===== src/rtl/telemetry_tx.sv =====
// telemetry_tx: 8N1 UART sender of an 11-byte frame (start, height/pitch/roll/yaw, XOR checksum, stop)
module telemetry_tx #(
  parameter int CLK_FREQ = 50000000,
  parameter int BAUD = 115200,
  parameter logic [7:0] START_BYTE = 8'hAA,
  parameter logic [7:0] STOP_BYTE = 8'h55
) (
  input  logic        clk,
  input  logic        rst_n,
  input  logic        send,
  input  logic [15:0] height,
  input  logic [15:0] pitch,
  input  logic [15:0] roll,
  input  logic [15:0] yaw,
  output logic        TxD,
  output logic        busy,
  output logic        done,
  output logic        send_dropped
);
  localparam int DIV = (CLK_FREQ + BAUD / 2) / BAUD;
  localparam int CW = $clog2(DIV);
  localparam logic [CW-1:0] CNT_MAX = CW'(DIV - 1);
  typedef enum logic [1:0] {IDLE, START, DATA, STOP} state_t;
  state_t state_q, state_d;
  logic [CW-1:0] cnt_q, cnt_d;
  logic [2:0] bit_idx_q, bit_idx_d;
  logic [3:0] byte_idx_q, byte_idx_d;
  logic [63:0] payload_q, payload_d;
  logic [7:0] csum_q, csum_d;
  logic txd_q, txd_d, busy_q, busy_d, done_q, done_d, drop_q, drop_d;
  logic [7:0] pay_byte, cur_byte;
  logic bit_end;
  assign pay_byte = 8'(payload_q >> {4'd8 - byte_idx_q, 3'b000});
  assign cur_byte = byte_idx_q == 4'd0 ? START_BYTE :
                    byte_idx_q == 4'd9 ? csum_q :
                    byte_idx_q == 4'd10 ? STOP_BYTE : pay_byte;
  assign bit_end = cnt_q == CNT_MAX;
  always_comb begin
    state_d = state_q;
    bit_idx_d = bit_idx_q;
    byte_idx_d = byte_idx_q;
    payload_d = payload_q;
    csum_d = csum_q;
    txd_d = txd_q;
    busy_d = busy_q;
    done_d = 1'b0;
    drop_d = send & busy_q;
    cnt_d = (state_q == IDLE || bit_end) ? '0 : cnt_q + 1'b1;
    case (state_q)
      IDLE: if (send) begin
        state_d = START;
        payload_d = {height, pitch, roll, yaw};
        csum_d = height[15:8] ^ height[7:0] ^ pitch[15:8] ^ pitch[7:0] ^
                 roll[15:8] ^ roll[7:0] ^ yaw[15:8] ^ yaw[7:0];
        byte_idx_d = 4'd0;
        txd_d = 1'b0;
        busy_d = 1'b1;
      end
      START: if (bit_end) begin
        state_d = DATA;
        bit_idx_d = 3'd0;
        txd_d = cur_byte[0];
      end
      DATA: if (bit_end) begin
        if (bit_idx_q == 3'd7) begin
          state_d = STOP;
          txd_d = 1'b1;
        end else begin
          bit_idx_d = bit_idx_q + 3'd1;
          txd_d = cur_byte[bit_idx_q + 3'd1];
        end
      end
      STOP: if (bit_end) begin
        if (byte_idx_q == 4'd10) begin
          state_d = IDLE;
          busy_d = 1'b0;
          done_d = 1'b1;
          txd_d = 1'b1;
        end else begin
          state_d = START;
          byte_idx_d = byte_idx_q + 4'd1;
          txd_d = 1'b0;
        end
      end
      default: state_d = IDLE;
    endcase
  end
  always_ff @(posedge clk or negedge rst_n) begin
    if (!rst_n) begin
      state_q <= IDLE;
      cnt_q <= '0;
      bit_idx_q <= '0;
      byte_idx_q <= '0;
      payload_q <= '0;
      csum_q <= '0;
      txd_q <= 1'b1;
      busy_q <= 1'b0;
      done_q <= 1'b0;
      drop_q <= 1'b0;
    end else begin
      state_q <= state_d;
      cnt_q <= cnt_d;
      bit_idx_q <= bit_idx_d;
      byte_idx_q <= byte_idx_d;
      payload_q <= payload_d;
      csum_q <= csum_d;
      txd_q <= txd_d;
      busy_q <= busy_d;
      done_q <= done_d;
      drop_q <= drop_d;
    end
  end
  assign TxD = txd_q;
  assign busy = busy_q;
  assign done = done_q;
  assign send_dropped = drop_q;
endmodule


===== config.mk =====
export PLATFORM = sky130hd
export DESIGN_NAME = telemetry_tx
export DESIGN_NICKNAME = d
export VERILOG_FILES = /design/src/rtl/telemetry_tx.sv
export SDC_FILE = /design/constraint.sdc
export NUM_CORES = 1
export LEC_CHECK = 0
export BUFFER_PORTS_ARGS = -buffer_cell sky130_fd_sc_hd__buf_2
export CORE_MARGIN = 2
export CORE_UTILIZATION = 52
export DETAILED_ROUTE_END_ITERATION = 12
export GPL_ROUTABILITY_DRIVEN = 0
export GPL_TIMING_DRIVEN = 0
export PLACE_DENSITY_LB_ADDON = 0.05
export SLEW_MARGIN = 20
export SYNTH_ARGS = -nofsm -noshare
export SYNTH_HDL_FRONTEND = slang
export SYNTH_SLANG_ARGS = --single-unit

===== constraint.sdc =====
create_clock -name clk -period 2.4 [get_ports clk]
set_input_delay 0.72 -clock clk [delete_from_list [all_inputs] [get_ports clk]]
set_output_delay 0.72 -clock clk [all_outputs]
set_load 0.02 [all_outputs]

* Yosys cells after proc, flatten, opt, wreduce, memory -nomap -nowiden
Cells that the tools add are included.
** Storage, ports and cells
- Output and inout bits :: 4
- Logic and storage cells :: 84
- Register bits :: 94
** Cells by class
- $add $sub $neg :: 4
- Reductions and logical operators :: 11
- Muxes and demuxes :: 34
- Equality and inequality tests :: 15
- Shifts and indexed selects :: 1
- Order comparisons :: 1
- Bitwise gates (word level) :: 8
** Operators with widths (number)
- $shr 64x7->8 :: 1
- $xor 8x8->8 :: 7
- $mux 8 :: 3
- $ne 2x2->1 const B :: 8
- $reduce_and 4->1 :: 4
- $mux 1 :: 13
- $mux 4 :: 3
- $mux 2 :: 5
- $add 9x1->9 const B :: 1
- $eq 9x9->1 const B :: 1
- $mux 3 :: 3
- $mux 9 :: 1
- $eq 4x4->1 const B :: 2
- $pmux 2 s4 :: 1
- $pmux 4 s2 :: 1
- $pmux 3 s2 :: 1
- $reduce_and 5->1 :: 1
- $add 4x1->4 const B :: 1
- $eq 2x2->1 const B :: 2
- $logic_not 4->1 :: 1
- $lt 3x4->1 const B :: 1
- $pmux 1 s4 :: 1
- $reduce_bool 2->1 :: 2
- $sub 4x4->4 const A :: 1
- 9 further kinds :: 9

* Depth between registers and ports, before layout
Gate-level depths: netlist of the first run.
- Word-level depth :: 10
- Depth in mapped cells :: 12
- Gate-level depth less buffers :: 9

* Least setup slack after synthesis of the first run
Ideal clock, no wire load.
- Path kind :: register -> register
- Start point :: reg byte_idx_q[0]
- End point :: reg txd_q (netlist: TxD)
- Arrival time :: 2591 ps
- Stages on the path, launching flop included :: 11
- Clock period less this slack :: 2680 ps
- Slack :: -280 ps
- Data required time :: 2311 ps
- Buffers on the path :: 3
- Path through :: dfrtp_1 -> buf_2 -> clkinv_1 -> ha_1 -> buf_2 -> buf_2 -> a2111oi_0 -> or4_4 -> a211oi_2 -> nor3_1 -> o32ai_2
** Between the ends
- Cells in the longest elaborated chain, start to end :: 10
- Elaborated cells on any way between the ends :: 16
** Ends and longest elaborated chain
- start, declared :: RTL line 27 : logic [3:0] byte_idx_q, byte_idx_d;
- start signal, assigned :: RTL line 104 : byte_idx_q <= byte_idx_d;
- $sub 4x4->4 :: RTL line 33 : assign pay_byte = 8'(payload_q >> {4'd8 - byte_idx_q, 3'b000});
- $shr 64x7->8 :: RTL line 33
- $mux 8 :: RTL line 36 : byte_idx_q == 4'd10 ? STOP_BYTE : pay_byte;
- $mux 8 :: RTL line 35 : byte_idx_q == 4'd9 ? csum_q :
- $mux 8 :: RTL line 34 : assign cur_byte = byte_idx_q == 4'd0 ? START_BYTE :
- $bmux 1 s3 :: RTL line 70 : txd_d = cur_byte[bit_idx_q + 3'd1];
- $mux 1 (implied by the code) :: RTL line 70
- $mux 1 :: RTL line 65 : if (bit_idx_q == 3'd7) begin
- $mux 1 :: RTL line 64 : DATA: if (bit_end) begin
- $pmux 1 s4 (*) :: RTL line 49 : case (state_q)
- end signal, assigned :: RTL line 107 : txd_q <= txd_d;
- end, declared :: RTL line 30 : logic txd_q, txd_d, busy_q, busy_d, done_q, done_d, drop_q, drop_d;
Every way passes the cells marked *; elsewhere a longest branch is shown, timed or not. The select of a mux whose other input is x is not followed.
A chain may end at the register's enable or synchronous reset.

* Final worst setup path of the first run
Same ends and word-level chain as after synthesis.

==> reports/results.ini, run 1 <==
[outcome]
status = finished, violations left
violations = setup timing

[clocking]
cts_buffers = 9
cts.sinks = 94
clock-root-buffer = clkbuf_8
cts_hold_buf = 0
cts_tree = yes
cts.clk_slew.worst_paths_ns = 0.09
htreeDepth = 3
cts_buffer_depth = 2
insertion_delay_ns = 0.35

[global_routing]
grtUsageMet3_pct = 3.99
grt_max_degree = 56
grt_pass1_wl_um = 20700
grt_pass1_vias = 4112
busiest_layer = met2
met2_usage_pct = 40.4
use_met1_pct = 31.9
grt_usage_pct = 24.3
grt-ovfl-total = 0
antenna_found_initial = 0

[setup_path]
crit_fanout = 10
cp-start-kind = flip-flop
timing.rr.start = byte_idx_q[0]
required_ns = 2.68
end_kind = flip-flop
crit_type = reg -> reg
slowest_delay_ns = 0.44
path_cells = buf_6, clkinv_8, ha_4, buf_12, buf_8, mux2_2, o22ai_1, nor3_2, nor4b_1, or3_1, o32ai_2
cp.arrival_ns = 2.81
startpoint = byte_idx_q[0]
critPathSlowestCell = dfrtp_1

[floorplan]
die-area_um2 = 11000
die_w_um = 105
die_h_um = 105
io_pins = 71
placementRows = 36
core-area_um2 = 9820
start_util_pct = 53.6

[timing]
worst_pin_slew_ns = 0.651
min_period_over_period_pct = 106
setup_viol_count_final = 1
hold_viol = 0
min_period_ns = 2.53
slew_headroom_pct = 56.6
drv_slew = 0
fin_ws_ns = -0.133
fin_skew_ns = 0.00776
fmax_mhz = 395
rsz0062_at_grt = true

[place]
port_buffers = 69
dp_hpwl_um = 8650
placed_area_um2 = 5840

[yosys]
postSynthCellCount = 463
yosys_warnings = 0
synth_area_per_cell_um2 = 11.4
synthDistinctLibCells = 59
ys_seq_area_share_pct = 44.7
synth_nets = 542
synthArstFlopShare_pct = 100
mappedNetlistArea_um2 = 5270
ys_ff_latch = 94
synthFlopType = dfrtp_1
synth_edf_count = 0

[final_layout]
fin_util_pct = 63.8
fill_cells = 873
design_area_um2 = 6270
final_common_cell = dfrtp_1
multi_input_area_um2 = 2880
areaGrowthSynthToFinish_pct = 19.0
regArea_um2 = 2350
drive_gt1_share_pct = 38.3
antennaDiodeCount = 0
fin_nets = 634
mostFrequentLayoutCells = dfrtp_1, mux2_2, buf_2

[routing]
vias_per_cell = 5.51
antenna_left = 0
drtIter0Drc = 215
dr.pass1.iters = 4
wl_um = 12300
drc_errors = 0
dr_total_vias = 3812
detail_route.wl_per_cell_um = 17.8

[power_and_ir_drop]
ir_worst_vdd_mv = 0.250
p_leak_nw = 2.98
powerDensity_nw_per_um2 = 442

[min_path]
hp-class = in -> async

[run]
cap_violations = 0

-- layer usage --
layer | vias up | share of wire, %
li1 | 1814 | -
met1 | 1882 | 44
met2 | 96 | 50
met3 | 20 | 4.6
met4 | 0 | 2.2
met5 | - | 0
-- report_power, final --
group | internal (mW) | switching, mW
Sequential | 1.58 | 0.000183
Combinational | 0.149 | 0.143
Clock | 0.375 | 0.519
-- layout make-up --
class | count | share of cell area (%)
buffer | 21 | 2.40
sequential | 94 | 37.6
clock inverter | 1 | 0.120
clock buffer | 14 | 2.28
multi-input combinational | 337 | 45.9
tap | 133 | 2.65
inverter | 9 | 0.739
timing repair buffer | 83 | 8.32
-- sequential cells by signal, summed over array words and instances, names as in the netlist --
name,count
bit_idx_q,3
payload_q,64
byte_idx_q,4
done,1
busy,1
TxD,1
csum_q,8
state_q,2
cnt_q,9
send_dropped,1
-- worst paths after layout --
kind / end / slack, ns / cells after the start
min in group clk: csum_q[7] / 0.49 / 2
worst min-delay path: byte_idx_q[0] / 0.26 / 1
worst max register to register: TxD / -0.13 / 11
worst max-delay path: TxD / -0.13 / 11
worst min register to register: csum_q[7] / 0.49 / 2
max in group asynchronous: TxD / 1.51 / 2
-- critical path, delay by kind of cell (launching register included) --
family / cells / cell delay (ns)
mux: 1 / 0.24
simple gates: 3 / 0.64
fa+ha+maj: 1 / 0.24
buf+inv: 4 / 0.51
compound gates: 2 / 0.37
flops: 1 / 0.44
-- Yosys cell counts (4+ instances only) --
| cell type | number | share of area, % |
|---|---|---|
| inv_1 | 8 | 0.57 |
| buf_1 | 6 | 0.43 |
| dfrtp_1 | 93 | 44 |
| nor2b_1 | 6 | 0.71 |
| o21ai_0 | 24 | 2.3 |
| o22ai_1 | 6 | 0.71 |
| mux2_2 | 76 | 16 |
| buf_2 | 6 | 0.57 |
| xor2_1 | 5 | 0.83 |
| mux4_2 | 8 | 3.4 |
| nor3_1 | 4 | 0.38 |
| nand3_1 | 7 | 0.67 |
| mux2i_1 | 7 | 1.3 |
| ha_1 | 12 | 2.9 |
| nand2_1 | 36 | 2.6 |
| a21oi_1 | 15 | 1.4 |
| xnor2_1 | 59 | 9.8 |
| clkbuf_1 | 9 | 0.64 |
| nor2_1 | 25 | 1.8 |
-- per-stage QoR --
| step | cells | worst slack, ns | setup TNS (ns) | power [mW] | hold slack, ns |
|---|---|---|---|---|---|
| after floorplan | 463 | 0.00488 | 0 | 1.77 | 0.424 |
| after global placement | 665 | -0.636 | -31.51 | 1.90 | 0.465 |
| after detailed placement | 666 | -0.666 | -0.666 | 1.91 | 0.474 |
| after CTS | 693 | -0.0452 | -0.0452 | 2.80 | 0.271 |
| after global routing | 692 | -0.229 | -0.249 | 2.89 | 0.278 |
| final | 692 | -0.133 | -0.133 | 2.77 | 0.264 |
-- logic make-up after synthesis --
family,synth area share (%)
and+or+nand+nor,9.60
buffers and inverters,2.57
AOI/OAI and AO/OA,8.08
DFF,44.7
muxes,21.3
xor gates and xnor gates,11.0
adders and majority gates,2.85
-- timing repair --
item	4_1_cts	5_1_grt
endpoints found under the hold margin	0	0
pin swaps	7	1
buffers inserted	13	0
resized for setup	30	9
endpoints found under the setup margin	6	42
Power figures use the tool's default switching activity.
==> run 2, diff against run 1 <==
Settings changed: CTS_BUF_LIST set to sky130_fd_sc_hd__clkbuf_16.
==> run 2 against run 1 <==
Compared with the run above:
- the flow still finishes with violations (setup timing)
- clock skew fell by 0.0047 ns
- global-route usage rose by 0.49 points
- maximum frequency fell by 1.4%
- count of clock-buffer cells in the layout fell by 5
- critical path type unchanged
==> reports/results.ini, run 2 (synthesized netlist as in run 1, its figures left out) <==
[outcome]
status = finished, violations left
violations = setup timing

[global_routing]
grt-ovfl-total = 0  ; unchanged
grt_pass1_wl_um = 21000  ; +1.2%
antenna_found_initial = 0  ; unchanged
grt_usage_pct = 24.8  ; +0.49 points
grt_pass1_vias = 4126  ; +0.34%
grt_max_degree = 56  ; unchanged

[final_layout]
largest-register = payload_q
drive_gt1_share_pct = 38.2  ; -0.068 points
areaGrowthSynthToFinish_pct = 21.0
largest_reg_flops = 64  ; unchanged
fin_cells = 693  ; +0.14%
final_common_cell = dfrtp_1
mostFrequentLayoutCells = dfrtp_1, mux2_2, buf_2
reg_top3 = payload_q x64, cnt_q x9, csum_q x8
fin_nets = 635  ; +0.16%
antennaDiodeCount = 0  ; unchanged

[setup_path]
required_ns = 2.65  ; -0.03 ns
cp-start-kind = flip-flop
reg2reg_depth = 11  ; unchanged
slowest_delay_ns = 0.45  ; about the same
end_kind = flip-flop
crit_fanout = 10  ; unchanged
path_cells = buf_6, clkinv_8, ha_4, buf_12, buf_8, mux2_2, o22ai_1, nor3_2, nor4b_1, or3_1, o32ai_2
crit_type = reg -> reg
cp.arrival_ns = 2.82  ; about the same
critPathSlowestCell = dfrtp_1

[timing]
hold_viol = 0  ; unchanged
setup_viol_count_final = 1  ; unchanged
rsz0062_at_grt = true
slew_headroom_pct = 57.3  ; +0.64 points
fin_ws_ns = -0.169  ; -0.0360 ns
fin_skew_ns = 0.00307  ; -0.00469 ns
drv_slew = 0  ; unchanged
min_period_over_period_pct = 107  ; +1.5 points
min_period_ns = 2.57  ; +0.0360 ns
worst_pin_slew_ns = 0.641  ; -0.00966 ns
fmax_mhz = 389  ; -1.4%

[clocking]
insertion_delay_ns = 0.34  ; about the same
cts_tree = yes
cts_buffer_depth = 2  ; unchanged
cts_buffers = 9  ; unchanged
cts.clk_slew.worst_paths_ns = 0.06  ; -0.03 ns
htreeDepth = 3  ; unchanged
cts.sinks = 94  ; unchanged
cts_hold_buf = 0  ; unchanged
clock-root-buffer = clkbuf_16

[routing]
dr.pass1.iters = 5  ; +1
detail_route.wl_per_cell_um = 18.0  ; +1.2%
antenna_left = 0  ; unchanged
vias_per_cell = 5.48  ; -0.46%
wl_um = 12500  ; +1.3%
drtIter0Drc = 195  ; -9.3%
dr_total_vias = 3800  ; -0.31%
drc_errors = 0  ; unchanged

[floorplan]
start_util_pct = 53.6  ; unchanged
die_w_um = 105  ; unchanged
placementRows = 36  ; unchanged
die-area_um2 = 11000  ; unchanged
die_h_um = 105  ; unchanged
io_pins = 71  ; unchanged
core-area_um2 = 9820  ; unchanged

[power_and_ir_drop]
ir_worst_vdd_mv = 0.274  ; +9.7%
p_leak_nw = 3.05  ; +2.4%
powerDensity_nw_per_um2 = 489  ; +11%

[place]
placedCellCount = 666  ; unchanged
dp_hpwl_um = 8650  ; unchanged
post-place-ws_ns = -0.666  ; unchanged
port_buffers = 69  ; unchanged

[min_path]
hp-class = in -> async

[run]
cap_violations = 0  ; unchanged

==> run 2: through the flow <==
| step | utilization (%) | TNS (ns) | power, mW | hold slack, ns | instance area [um2] |
|---|---|---|---|---|---|
| floorplan | - | 0 | 1.77 | 0.424 | 5290 |
| global placement | 59.1 | -31.51 | 1.90 | 0.465 | 5800 |
| detailed placement | 59.4 | -0.666 | 1.91 | 0.474 | 5840 |
| CTS | 64.7 | -0.0442 | 3.15 | 0.303 | 6350 |
| global route | 64.9 | -0.235 | 3.26 | 0.309 | 6370 |
| finish | 64.9 | -0.169 | 3.12 | 0.285 | 6370 |
==> run 2: final cells by class <==
type	instances	area, um2
Fill cell	859	3440
Multi-Input combinational cell	337	2880
Sequential cell	94	2350
Timing Repair Buffer	84	529
Clock buffer	9	225
Tap cell	133	166
Buffer	21	150
Inverter	9	46.3
Clock inverter	6	26.3
==> run 2: power by group <==
part	switching, mW	internal, mW
registers	0.000183	1.59
clock network	0.564	0.677
logic	0.145	0.149
total	0.709	2.41
==> run 2: critical path, delay by kind of cell (launching register included) <==
family                   cells  cell delay [ns]
adder cells (fa/ha/maj)      1             0.24
flip-flops                   1             0.45
AO/OA/AOI/OAI                2             0.38
AND/OR/NAND/NOR              3             0.66
multiplexers                 1             0.24
buffers and inverters        4             0.51
==> run 2: layer usage <==
metal	up-vias	global-route usage, %	routed length [um]
met4	0	11.3	295
met3	22	3.06	498
li1	1820	-	-
met1	1875	32.4	5420
met2	83	41.2	6250
met5	-	0	0
==> run 2: path summary, 6_finish.rpt <==
check / start / endpoint / slack [ns]
setup reg to reg: byte_idx_q[0] / TxD / -0.17
max in group asynchronous: rst_n / TxD / 1.48
setup / recovery: byte_idx_q[0] / TxD / -0.17
hold reg to reg: csum_q[7] / csum_q[7] / 0.48
min in group clk: csum_q[7] / csum_q[7] / 0.48
hold / removal: rst_n / send_dropped / 0.28
==> run 2: repair_timing <==
action                                  in CTS  in global routing
endpoints found under the setup margin       8                 42
hold endpoints to repair                     0                  0
gates resized for setup                     29                  9
setup buffers                               13                  1
cloned                                       0                  0
pin swaps                                    7                  1
